--- src/rtl/uart_pkg.sv ---
// uart_pkg: constants shared by the UART transmitter and receiver.
package uart_pkg;

  localparam int unsigned STATE_W    = 3;
  localparam int unsigned OVERSAMPLE = 16;

  localparam logic [STATE_W-1:0] ST_IDLE   = 3'd0;
  localparam logic [STATE_W-1:0] ST_START  = 3'd1;
  localparam logic [STATE_W-1:0] ST_DATA   = 3'd2;
  localparam logic [STATE_W-1:0] ST_PARITY = 3'd3;
  localparam logic [STATE_W-1:0] ST_STOP   = 3'd4;

  localparam logic [1:0] PAR_NONE = 2'd0;
  localparam logic [1:0] PAR_EVEN = 2'd1;
  localparam logic [1:0] PAR_ODD  = 2'd2;

  // 2-of-3 vote used when a bit is qualified over three oversample ticks
  function automatic logic maj3(input logic a, input logic b, input logic c);
    return (a & b) | (a & c) | (b & c);
  endfunction

endpackage

--- src/rtl/uart_baud_gen.sv ---
// uart_baud_gen: registered oversample tick every OS_DIV+1 clocks; restart realigns the phase.
module uart_baud_gen #(
  parameter int unsigned CLK_FREQ   = 50_000_000,
  parameter int unsigned BAUD_RATE  = 9600,
  parameter int unsigned OVERSAMPLE = 16
) (
  input  logic clk,
  input  logic rst,
  input  logic restart,
  output logic tick
);

  localparam int unsigned OS_DIV = CLK_FREQ / (BAUD_RATE * OVERSAMPLE) - 1;
  localparam int unsigned CNT_W  = (OS_DIV > 0) ? $clog2(OS_DIV + 1) : 1;

  logic [CNT_W-1:0] cnt_q, cnt_d;
  logic             tick_q, tick_d;

  always_comb begin
    cnt_d  = cnt_q + CNT_W'(1);
    tick_d = 1'b0;
    if (restart) begin
      cnt_d = '0;
    end else if (cnt_q == CNT_W'(OS_DIV)) begin
      cnt_d  = '0;
      tick_d = 1'b1;
    end
  end

  always_ff @(posedge clk or posedge rst) begin
    if (rst) begin
      cnt_q  <= '0;
      tick_q <= 1'b0;
    end else begin
      cnt_q  <= cnt_d;
      tick_q <= tick_d;
    end
  end

  assign tick = tick_q;

endmodule

--- src/rtl/uart_rx.sv ---
// uart_rx: 16x oversampling UART receiver with valid/ready output, error flags and sticky overrun.
// Define UART_RX_MAJORITY_EN for a 2-of-3 vote over ticks 7..9 instead of a single tick-8 sample.
module uart_rx
  import uart_pkg::*;
#(
  parameter int unsigned WORD_LENGTH = 8,
  parameter string       PARITY      = "none",
  parameter int unsigned STOP_BITS   = 1,
  parameter int unsigned BAUD_RATE   = 9600,
  parameter int unsigned CLK_FREQ    = 50_000_000
) (
  input  logic                   clk,
  input  logic                   rst,
  input  logic                   rx_in,
  input  logic                   rx_ready,
  output logic [WORD_LENGTH-1:0] rx_data,
  output logic                   rx_valid,
  output logic                   rx_parity_err,
  output logic                   rx_frame_err,
  output logic                   rx_overrun
);

  localparam logic [1:0] PAR_MODE = (PARITY == "even") ? PAR_EVEN :
                                    (PARITY == "odd")  ? PAR_ODD  : PAR_NONE;
  localparam int unsigned BIT_W = $clog2(WORD_LENGTH + STOP_BITS + 1);
`ifdef UART_RX_MAJORITY_EN
  localparam logic [3:0] SAMPLE_TICK = 4'd8;
`else
  localparam logic [3:0] SAMPLE_TICK = 4'd7;
`endif

  logic                   rx_meta_q, rx_sync_q, rx_prev_q;
  logic [1:0]             settle_q, settle_d;
  logic [STATE_W-1:0]     state_q, state_d;
  logic [3:0]             tick_cnt_q, tick_cnt_d;
  logic [BIT_W-1:0]       bit_cnt_q, bit_cnt_d;
  logic [WORD_LENGTH-1:0] shift_q, shift_d;
  logic                   par_err_q, par_err_d;
  logic                   frm_err_q, frm_err_d;
  logic [WORD_LENGTH-1:0] rx_data_q, rx_data_d;
  logic                   rx_valid_q, rx_valid_d;
  logic                   rx_parity_err_q, rx_parity_err_d;
  logic                   rx_frame_err_q, rx_frame_err_d;
  logic                   rx_overrun_q, rx_overrun_d;

  logic tick;
  logic restart_c, done_c, fall_c, samp_c, bit_c, hs_c;

  uart_baud_gen #(
    .CLK_FREQ  (CLK_FREQ),
    .BAUD_RATE (BAUD_RATE),
    .OVERSAMPLE(OVERSAMPLE)
  ) u_baud (
    .clk    (clk),
    .rst    (rst),
    .restart(restart_c),
    .tick   (tick)
  );

  // Edges are ignored until the synchronizer holds real line samples, so a
  // line already low when reset releases cannot fake a start bit.
  assign settle_d = (settle_q == 2'd3) ? settle_q : settle_q + 2'd1;
  assign fall_c   = (settle_q == 2'd3) & rx_prev_q & ~rx_sync_q;
  assign samp_c   = tick & (tick_cnt_q == SAMPLE_TICK);

`ifdef UART_RX_MAJORITY_EN
  logic [1:0] maj_q, maj_d;

  always_comb begin
    maj_d = maj_q;
    if (tick && (tick_cnt_q == 4'd6 || tick_cnt_q == 4'd7)) begin
      maj_d = {maj_q[0], rx_sync_q};
    end
  end

  always_ff @(posedge clk or posedge rst) begin
    if (rst) maj_q <= 2'b11;
    else     maj_q <= maj_d;
  end

  assign bit_c = maj3(maj_q[1], maj_q[0], rx_sync_q);
`else
  assign bit_c = rx_sync_q;
`endif

  // Receive FSM: bit timing comes from the oversample tick count within each bit
  always_comb begin
    state_d    = state_q;
    tick_cnt_d = tick ? tick_cnt_q + 4'd1 : tick_cnt_q;
    bit_cnt_d  = bit_cnt_q;
    shift_d    = shift_q;
    par_err_d  = par_err_q;
    frm_err_d  = frm_err_q;
    restart_c  = 1'b0;
    done_c     = 1'b0;
    case (state_q)
      ST_IDLE: begin
        tick_cnt_d = '0;
        if (fall_c) begin
          state_d   = ST_START;
          restart_c = 1'b1;
          bit_cnt_d = '0;
          par_err_d = 1'b0;
          frm_err_d = 1'b0;
        end
      end
      ST_START: begin
        if (samp_c) state_d = bit_c ? ST_IDLE : ST_DATA;
      end
      ST_DATA: begin
        if (samp_c) begin
          shift_d = {bit_c, shift_q[WORD_LENGTH-1:1]};
          if (bit_cnt_q == BIT_W'(WORD_LENGTH - 1)) begin
            bit_cnt_d = '0;
            state_d   = (PAR_MODE != PAR_NONE) ? ST_PARITY : ST_STOP;
          end else begin
            bit_cnt_d = bit_cnt_q + BIT_W'(1);
          end
        end
      end
      ST_PARITY: begin
        if (samp_c) begin
          par_err_d = (^shift_q) ^ bit_c ^ (PAR_MODE == PAR_ODD);
          state_d   = ST_STOP;
        end
      end
      ST_STOP: begin
        if (samp_c) begin
          frm_err_d = frm_err_q | ~bit_c;
          if (bit_cnt_q == BIT_W'(STOP_BITS - 1)) begin
            done_c  = 1'b1;
            state_d = ST_IDLE;
          end else begin
            bit_cnt_d = bit_cnt_q + BIT_W'(1);
          end
        end
      end
      default: state_d = ST_IDLE;
    endcase
  end

  // Output holding register: a completed word loads unless an unaccepted word blocks it
  assign hs_c = rx_valid_q & rx_ready;

  always_comb begin
    rx_data_d       = rx_data_q;
    rx_valid_d      = rx_valid_q;
    rx_parity_err_d = rx_parity_err_q;
    rx_frame_err_d  = rx_frame_err_q;
    rx_overrun_d    = rx_overrun_q;
    if (hs_c) begin
      rx_valid_d   = 1'b0;
      rx_overrun_d = 1'b0;
    end
    if (done_c) begin
      if (rx_valid_q && !rx_ready) begin
        rx_overrun_d = 1'b1;
      end else begin
        rx_data_d       = shift_q;
        rx_parity_err_d = par_err_q;
        rx_frame_err_d  = frm_err_d;
        rx_valid_d      = 1'b1;
      end
    end
  end

  always_ff @(posedge clk or posedge rst) begin
    if (rst) begin
      rx_meta_q       <= 1'b1;
      rx_sync_q       <= 1'b1;
      rx_prev_q       <= 1'b1;
      settle_q        <= '0;
      state_q         <= ST_IDLE;
      tick_cnt_q      <= '0;
      bit_cnt_q       <= '0;
      shift_q         <= '0;
      par_err_q       <= 1'b0;
      frm_err_q       <= 1'b0;
      rx_data_q       <= '0;
      rx_valid_q      <= 1'b0;
      rx_parity_err_q <= 1'b0;
      rx_frame_err_q  <= 1'b0;
      rx_overrun_q    <= 1'b0;
    end else begin
      rx_meta_q       <= rx_in;
      rx_sync_q       <= rx_meta_q;
      rx_prev_q       <= rx_sync_q;
      settle_q        <= settle_d;
      state_q         <= state_d;
      tick_cnt_q      <= tick_cnt_d;
      bit_cnt_q       <= bit_cnt_d;
      shift_q         <= shift_d;
      par_err_q       <= par_err_d;
      frm_err_q       <= frm_err_d;
      rx_data_q       <= rx_data_d;
      rx_valid_q      <= rx_valid_d;
      rx_parity_err_q <= rx_parity_err_d;
      rx_frame_err_q  <= rx_frame_err_d;
      rx_overrun_q    <= rx_overrun_d;
    end
  end

  assign rx_data       = rx_data_q;
  assign rx_valid      = rx_valid_q;
  assign rx_parity_err = rx_parity_err_q;
  assign rx_frame_err  = rx_frame_err_q;
  assign rx_overrun    = rx_overrun_q;

endmodule

--- config.mk ---
export PLATFORM = sky130hd
export DESIGN_NAME = uart_rx
export DESIGN_NICKNAME = d
export VERILOG_FILES = /design/src/rtl/uart_pkg.sv /design/src/rtl/uart_baud_gen.sv /design/src/rtl/uart_rx.sv
export SDC_FILE = /design/constraint.sdc
export NUM_CORES = 1
export LEC_CHECK = 0
export ABC_CLOCK_PERIOD_IN_PS = 2600
export CAP_MARGIN = 10
export CORE_AREA = 2 2 64 66
export DETAILED_ROUTE_END_ITERATION = 6
export DIE_AREA = 0 0 66 68
export PLACE_DENSITY_LB_ADDON = 0.3
export SYNTH_ARGS = -nofsm -noshare
export SYNTH_HDL_FRONTEND = slang
export SYNTH_SLANG_ARGS = --single-unit
--- constraint.sdc ---
create_clock -name clk -period 2.6 [get_ports clk]
set_input_delay 0.52 -clock clk [delete_from_list [all_inputs] [get_ports clk]]
set_output_delay 0.52 -clock clk [all_outputs]
set_load 0.1 [all_outputs]
# [Word level (Yosys, flattened, before mapping)]
# Cells that the tools add are included.
# Widths: inputs -> output; s select.
[totals] reg_bits=48 in_bits=4 out_inout_bits=12 word_cells=96
[op_classes] n_addsub=4 eq_ne=16 n_mux=38 n_bitwise=8 reduce_logical=13
[op_table] operator="$mux 4" count=7
[op_table] operator="$mux 3" count=7
[op_table] operator="$mux 9" count=2
[op_table] operator="$mux 1" count=17
[op_table] operator="$ne 2x2->1 const B" count=8
[op_table] operator="$pmux 3 s5" count=1
[op_table] operator="$pmux 4 s3" count=1
[op_table] operator="$add 9x1->9 const B" count=1
[op_table] operator="$eq 9x9->1 const B" count=1
[op_table] operator="$add 4x1->4 const B" count=2
[op_table] operator="$eq 4x3->1 const B" count=2
[op_table] operator="$reduce_xor 8->1" count=1
[op_table] operator="$reduce_and 7->1" count=1
[op_table] operator="$eq 3x2->1 const B" count=2
[op_table] operator="$reduce_and 5->1" count=1
[op_table] operator="$and 1x1->1" count=4
[op_table] operator="$logic_not 4->1" count=1
[op_table] operator="$pmux 1 s2" count=2
[op_table] operator="$reduce_and 2->1" count=2
[op_table] operator="$reduce_bool 2->1" count=2
[op_table] operator="$eq 3x1->1 const B" count=1
[op_table] operator="$eq 3x3->1 const B" count=1
[op_table] operator="$logic_not 3->1" count=1
[op_table] operator="$reduce_and 3->1" count=1
[op_table] operator="9 further kinds" count=10

# [Depth between registers and ports, before layout]
# Gate-level depths: netlist of run 1.
[logic_depth] word_depth=6 depth_mapped=6 ltp_nobuf=6

# [By module]
# A second synthesis of run 1 with hierarchy kept.
[unflattened] cells_unflattened=195 hier_area_um2=2377.3
[modules_own_cells] module="uart_rx" instances=1 cells_each=147 area_each_um2=1885.6 seq_area_each_um2=954.7
[modules_own_cells] module="uart_baud_gen" instances=1 cells_each=48 area_each_um2=491.7 seq_area_each_um2=250.2

# [Least setup slack after synthesis of run 1]
# Ideal clock, no wire load.
[synth_timing] path_kind="register to register" start="register rx_valid_q, in the netlist rx_valid" end="register rx_data_q[0], in the netlist rx_data[0]" arrival_ns=1.657 setup_slack_ns=0.818 stages_incl_launch_ff=4 path_buffers=0 period_less_slack_ns=1.782 path_cell_list="dfrtp_1 -> nand2b_1 -> nand2_2 -> mux2_2"
[synth_between] elab_chain_len=3
[synth_rtl] element="start: declaration" line="uart_rx.sv:41" rtl="logic rx_valid_q, rx_valid_d;"
[synth_rtl] element="start signal: assignment" line="uart_rx.sv:196" rtl="rx_valid_q <= rx_valid_d;"
[synth_rtl] element="$logic_and 1x1->1" line="uart_rx.sv:156" rtl="if (rx_valid_q && !rx_ready) begin"
[synth_rtl] element="$not 1->1 (no line)"
[synth_rtl] element="$reduce_and 2->1 (no line)"
[synth_rtl] element="end signal: assignment" line="uart_rx.sv:195" rtl="rx_data_q <= rx_data_d;"
[synth_rtl] element="end: declaration" line="uart_rx.sv:40" rtl="logic [WORD_LENGTH-1:0] rx_data_q, rx_data_d;"
# No other way between the ends.
# A chain may end at the register's enable or synchronous reset.

# [Worst setup path in the final report of run 1]
[layout_timing] start="register tick_cnt_q[0]" end="register rx_data_q[5], in the netlist rx_data[5]"
[layout_between] elab_chain_len=5
[layout_rtl] element="start: declaration" line="uart_rx.sv:35" rtl="logic [3:0] tick_cnt_q, tick_cnt_d;"
[layout_rtl] element="start signal: assignment" line="uart_rx.sv:190" rtl="tick_cnt_q <= tick_cnt_d;"
[layout_rtl] element="$eq 4x3->1" line="uart_rx.sv:64" rtl="assign samp_c = tick & (tick_cnt_q == SAMPLE_TICK);"
[layout_rtl] element="$and 1x1->1" line="uart_rx.sv:64"
[layout_rtl] element="$mux 1" line="uart_rx.sv:128" rtl="if (samp_c) begin"
[layout_rtl] element="$mux 1" line="uart_rx.sv:96" rtl="case (state_q)"
[layout_rtl] element="$reduce_and 2->1 (no line)"
# No other way between the ends.

==> run_results.csv, run 1 <==
group,metric,value,unit
outcome,outcome,"complete, no violations",
clock_network,root_buffer,"clkbuf_8",
yosys,synth_warnings,0,
global_route,grt_overflow_total,0,
worst_hold_path,hold_class,"reg -> reg",
timing,slew_viol_final,0,
finish,fin_cells,259,
clock_network,clock_path_buffers,2,
yosys,synthTopCellsByArea,"dfrtp_1, mux2_2, xnor2_1",
pwr,p_total,2.01,mW
timing,fin_crit_sh,74.1,%
global_route,grt_pass1_wl,6660,um
timing,timing.setup.tns,0,ns
clock_network,cts_hold_buffers,0,
timing,timing.hold.ws,0.363,ns
floorplanning,start_util,58.2,%
yosys,yosysTopAreaCellShare,50.2,%
drt,drc,0,
placement,portBuffers,15,
global_route,grt_antenna_before_repair,0,
drt,finalWirelength,3940,um
finish,layout_common_cells,"dfrtp_1, mux2_2, nor2_1",
global_route,grt_max_degree,33,
floorplanning,die_w,66,um
yosys,synthCells,188,
floorplanning,ios,16,
pwr,peakVddDrop,0.544,mV
clock_network,cts_tree,"built",
run,drv_cap,0,
yosys,synth_cell_types,44,
yosys,syn_nets,198,
drt,wl_per_cell,15.2,um
yosys,synth_ff_type,"dfrtp_1",
pwr,powerDensity,786,nW/um^2
drt,drtIter0Drc,83,
timing,finalSetupViolCount,0,
timing,min_period,1.93,ns
finish,drive_gt1_share,24.4,%
clock_network,cts_made_buffers,5,
clock_network,cts_sinks,48,
yosys,yosys.area.top_type,"dfrtp_1",
worst_setup_path,start_kind,"flip-flop",
finish,n_antenna_cell,0,
worst_setup_path,crit_arrival,2.11,ns
timing,finalHoldViolations,0,
clock_network,clk_pin_slew,0.09,ns
timing,clock_skew,0.0126,ns
finish,syn2layout_area_growth,13.8,%
worst_setup_path,criticalPathCategory,"reg -> reg",
pwr,leakage,1.22,nW
drt,drtPass1Iterations,4,
timing,rsz0062_at_grt,"false",
clock_network,cts_resized,0,
placement,gp_congestion,0.804,
worst_setup_path,path_max_fanout,10,
finish,final_common_cell,"dfrtp_1",
finish,final_nets,218,
worst_setup_path,cp-end-kind,"flip-flop",
timing,tightest_slew,0.644,ns
timing,fin_ws,0.675,ns
yosys,async_reset_ff_share,100,%
floorplanning,rows,23,
placement,dp_cells,251,
yosys,ys_seq_area_share,53.7,%
global_route,grt_use_total,19.8,%
worst_setup_path,crit_required,2.79,ns
yosys,netlist_area,2240,sq um
yosys,avgSynthCellArea,11.9,sq um
clock_network,post_cts_buffers,0,
drt,vias,1427,
drt,drtAntennaViolNets,0,
clock_network,htree_levels,2,
global_route,grt_pass1_vias,1466,
floorplanning,dieArea,4490,sq um
yosys,ys_ff_latch,48,
drt,via_per_inst,5.51,
placement,post_dp_cell_area,2420,sq um
clock_network,insertion_delay,0.30,ns
finish,stdcell_area,2550,sq um
finish,final_util,66.2,%
timing,max_freq,519,MHz
yosys,synth_edf_count,0,
floorplanning,core,3860,sq um
placement,place_hpwl,2830,um
placement,place_ws,0.675,ns
floorplanning,die_h,68,um
timing,relSlewSlack,57.0,%
-- synthesized netlist by cell type (3+ instances only) --
| cell type | n |
|---|---|
| o21ai_0 | 5 |
| dfrtp_1 | 45 |
| nor3_1 | 4 |
| dfstp_2 | 3 |
| mux2_2 | 20 |
| xor2_1 | 6 |
| xnor2_1 | 11 |
| nor2_1 | 18 |
| nand3_1 | 5 |
| nand2_1 | 10 |
| inv_1 | 6 |
| a21oi_1 | 5 |
| nand3b_1 | 4 |
| nand2b_1 | 5 |
| ha_1 | 6 |
-- state kept, by name, indices dropped and copies added (netlist names) --
| name | count |
|---|---|
| bit_cnt_q | 4 |
| u_baud.cnt_q | 9 |
| rx_valid | 1 |
| frm_err_q | 1 |
| tick_cnt_q | 4 |
| rx_prev_q | 1 |
| rx_overrun | 1 |
| rx_meta_q | 1 |
| rx_frame_err | 1 |
| par_err_q | 1 |
| u_baud.tick | 1 |
| state_q | 3 |
| shift_q | 8 |
| settle_q | 2 |
| rx_data | 8 |
| rx_parity_err | 1 |
| bit_c | 1 |
-- report_power, final --
group          leakage (nW)  switching [mW]  internal, mW
sequential            0.636           0.125         0.830
combinational         0.522           0.229         0.194
clock                0.0654           0.243         0.384
-- final timing paths --
check	startpoint	to	slack (ns)	cells after the start
worst min-delay path	rx_meta_q$_DFF_PP1_	bit_c$_DFF_PP1_	0.36	0
min in group asynchronous	rst	settle_q[0]$_DFFE_PP0P_	0.61	2
worst max register to register	tick_cnt_q[0]$_DFFE_PP0P_	rx_data[5]$_DFFE_PP0P_	0.67	5
max in group asynchronous	rst	tick_cnt_q[2]$_DFFE_PP0P_	1.39	3
worst max-delay path	tick_cnt_q[0]$_DFFE_PP0P_	rx_data[5]$_DFFE_PP0P_	0.67	5
worst min register to register	rx_meta_q$_DFF_PP1_	bit_c$_DFF_PP1_	0.36	0
-- cell type report --
| cell class | count | area, sq um |
|---|---|---|
| fill | 301 | 1300 |
| sequential | 48 | 1200 |
| multi-input combinational | 130 | 995 |
| timing repair buffer | 17 | 135 |
| clock buffer | 6 | 72.6 |
| tap | 50 | 62.6 |
| clock inverter | 2 | 60.1 |
| inverter | 6 | 22.5 |
-- kinds of logic after synthesis --
group           Yosys count  synth area share [%]
compound gates           21                  6.25
xor+xnor                 18                  7.64
flops                    48                  53.7
simple gates             62                  15.5
mux                      23                  11.6
buf+inv                  10                  1.95
fa+ha+maj                 6                  3.35
-- routing by layer --
metal	wire length [um]	vias to the layer above	global-route usage, %
li1	-	699	-
met4	76	0	8.67
met1	1800	702	25.5
met5	0	-	0
met2	1970	18	31.7
met3	99	8	5.26
-- critical path, stage by stage, from the launching register on --
cell and delay (ns):
dfrtp_1 0.41, ha_1 0.24, and4b_1 0.28, and4_1 0.28, nand2_2 0.23, mux2_2 0.37
(Power assumes the default switching activity.)
==> run 2: changes to the inputs <==
--- a/config.mk
+++ b/config.mk
@@ -5,11 +5,11 @@
 export SDC_FILE = /design/constraint.sdc
 export NUM_CORES = 1
 export LEC_CHECK = 0
-export ABC_CLOCK_PERIOD_IN_PS = 2600
+export ABC_CLOCK_PERIOD_IN_PS = 1700
 export CAP_MARGIN = 10
-export CORE_AREA = 2 2 64 66
+export CORE_AREA = 2 2 69 71
 export DETAILED_ROUTE_END_ITERATION = 6
-export DIE_AREA = 0 0 66 68
+export DIE_AREA = 0 0 71 73
 export PLACE_DENSITY_LB_ADDON = 0.3
 export SYNTH_ARGS = -nofsm -noshare
 export SYNTH_HDL_FRONTEND = slang
==> constraint.sdc (replaced) <==
create_clock -name clk -period 1.7 [get_ports clk]
set_input_delay 0.34 -clock clk [delete_from_list [all_inputs] [get_ports clk]]
set_output_delay 0.34 -clock clk [all_outputs]
set_load 0.1 [all_outputs]
==> run 2 against run 1 <==
Compared with the run above: highest routed layer unchanged; final cell count up 9.3%; combinational power is 120% higher; critical path depth did not move; core utilization fell by 1.4 points; the run now ends with negative setup slack left; sequential power grew 50%; die area is 15% higher.
==> run_results.csv, run 2 (same netlist as run 1, synthesis figures left out) <==
group,metric,value,unit
drt,via_per_inst,5.35,
worst_setup_path,r2r_start,"settle_q[0]$_DFFE_PP0P_",
pwr,leakage,1.37,nW
outcome,violations,"negative setup slack",
drt,drtAntennaViolNets,0,
floorplanning,die_h,73,um
placement,gp_congestion,0.811,
global_route,grt_antenna_before_repair,0,
pwr,p_total,3.23,mW
finish,top_register,"u_baud.cnt_q",
worst_setup_path,cp-end-kind,"flip-flop",
placement,portBuffers,15,
worst_hold_path,hold_class,"reg -> reg",
clock_network,clk_pin_slew,0.08,ns
worst_hold_path,holdPathStages,0,
worst_setup_path,r2r-end,"bit_cnt_q[0]$_DFFE_PP0P_",
timing,max_freq,579,MHz
global_route,grt_max_degree,49,
clock_network,cts_sinks,48,
worst_hold_path,min_to,"bit_c$_DFF_PP1_",
clock_network,clock_path_buffers,2,
finish,layout_common_cells,"dfrtp_1, mux2_2, buf_4",
global_route,grt_overflow_total,0,
global_route,grt_use_total,18.4,%
timing,fin_ws,-0.0277,ns
drt,drtPass1Iterations,4,
timing,relSlewSlack,78.3,%
worst_setup_path,crit_arrival,1.91,ns
pwr,peakVddDrop,0.703,mV
drt,wl_per_cell,15.1,um
worst_setup_path,criticalPathCategory,"reg -> reg",
timing,rsz0062_at_grt,"true",
finish,final_util,64.8,%
drt,drtIter0Drc,68,
timing,tightest_slew,0.320,ns
floorplanning,ios,16,
clock_network,root_buffer,"clkbuf_8",
worst_setup_path,reg2regPathDepth,5,
timing,timing.hold.ws,0.359,ns
finish,syn2layout_area_growth,31.0,%
clock_network,cts_hold_buffers,0,
worst_setup_path,start_kind,"flip-flop",
timing,finalSetupViolCount,2,
floorplanning,start_util,49.5,%
global_route,grt_pass1_wl,7430,um
timing,fin_crit_sh,102,%
drt,drc,0,
timing,finalHoldViolations,0,
floorplanning,die_w,71,um
clock_network,htree_levels,2,
floorplanning,core,4540,sq um
finish,final_common_cell,"dfrtp_1",
timing,min_period,1.73,ns
finish,final_nets,238,
worst_hold_path,holdCritStartpoint,"rx_meta_q$_DFF_PP1_",
global_route,grt_pass1_vias,1622,
worst_setup_path,path_max_fanout,3,
outcome,outcome,"finished, violations left",
pwr,powerDensity,1100,nW/um^2
run,drv_cap,0,
clock_network,insertion_delay,0.29,ns
worst_setup_path,rrSetupSlack,-0.03,ns
clock_network,cts_tree,"built",
finish,largest_register_ffs,9,
floorplanning,dieArea,5180,sq um
timing,clock_skew,0.00361,ns
drt,vias,1515,
worst_setup_path,crit_required,1.88,ns
finish,drive_gt1_share,37.1,%
finish,n_antenna_cell,0,
timing,slew_viol_final,0,
clock_network,cts_made_buffers,5,
drt,finalWirelength,4290,um
placement,place_hpwl,3100,um
floorplanning,rows,25,
-- run 2: cell count changes in the layout (fill, tap and decap cells not counted), moves of 2 or more --
cell	previous run	this run
buf_12	0	14
buf_4	14	20
clkbuf_8	5	7
ha_1	6	4
nand2_1	10	8
-- run 2: cell type report --
type                       instances  area [sq um]
inverter                           6          22.5
clock inverter                     1          30.0
sequential                        48          1210
timing repair buffer              37           460
clock buffer                       7          96.3
tap                               54          67.6
multi-input combinational        130          1050
fill                             316          1600
-- run 2: layer usage --
layer	vias up	part of all wire, %	global-route usage, %
li1	736	-	-
met1	748	45	23.9
met2	23	51	29.6
met3	8	2.7	4.01
met4	0	1.8	8.81
met5	-	0	0
-- run 2: worst max-delay path by stage --
stage,slack [ns],endpoint,startpoint,depth (start not counted)
2_1_floorplan,-0.01,bit_cnt_q[0]$_DFFE_PP0P_,tick_cnt_q[0]$_DFFE_PP0P_,6
4_1_cts,-0.02,bit_cnt_q[0]$_DFFE_PP0P_,tick_cnt_q[0]$_DFFE_PP0P_,5
5_1_grt,-0.07,bit_cnt_q[0]$_DFFE_PP0P_,tick_cnt_q[0]$_DFFE_PP0P_,5
3_5_place_dp,-0.09,bit_cnt_q[0]$_DFFE_PP0P_,tick_cnt_q[0]$_DFFE_PP0P_,5
6_report,-0.03,bit_cnt_q[0]$_DFFE_PP0P_,settle_q[0]$_DFFE_PP0P_,5
3_3_place_gp,-0.04,state_q[1]$_DFFE_PP0P_,bit_cnt_q[1]$_DFFE_PP0P_,6
-- run 2: power by group --
group	internal [mW]	switching (mW)	total [mW]
logic	0.467	0.451	0.918
clock network	0.519	0.362	0.881
registers	1.27	0.159	1.43
-- run 2: metrics by stage --
step           setup slack [ns]  TNS [ns]  area [sq um]  instances
2_1_floorplan           -0.0123   -0.0123          2250        188
3_5_place_dp            -0.0877    -0.522          2720        270
3_3_place_gp            -0.0360   -0.0608          2720        270
6_report                -0.0277   -0.0327          2940        283
4_1_cts                 -0.0246   -0.0246          2900        281
5_1_grt                 -0.0733    -0.255          2940        283
-- run 2: critical path: stages (launching register included) --
cell,delay [ns]
dfrtp_1,0.38
ha_1,0.19
nand3b_1,0.13
a21o_1,0.20
or3_4,0.41
mux2_4,0.31
-- run 2: timing repair --
item / 4_1_cts / 5_1_grt
pin swaps: 6 / 3
buffers inserted: 3 / 2
endpoints found under the setup margin: 21 / 27
resized for setup: 9 / 5
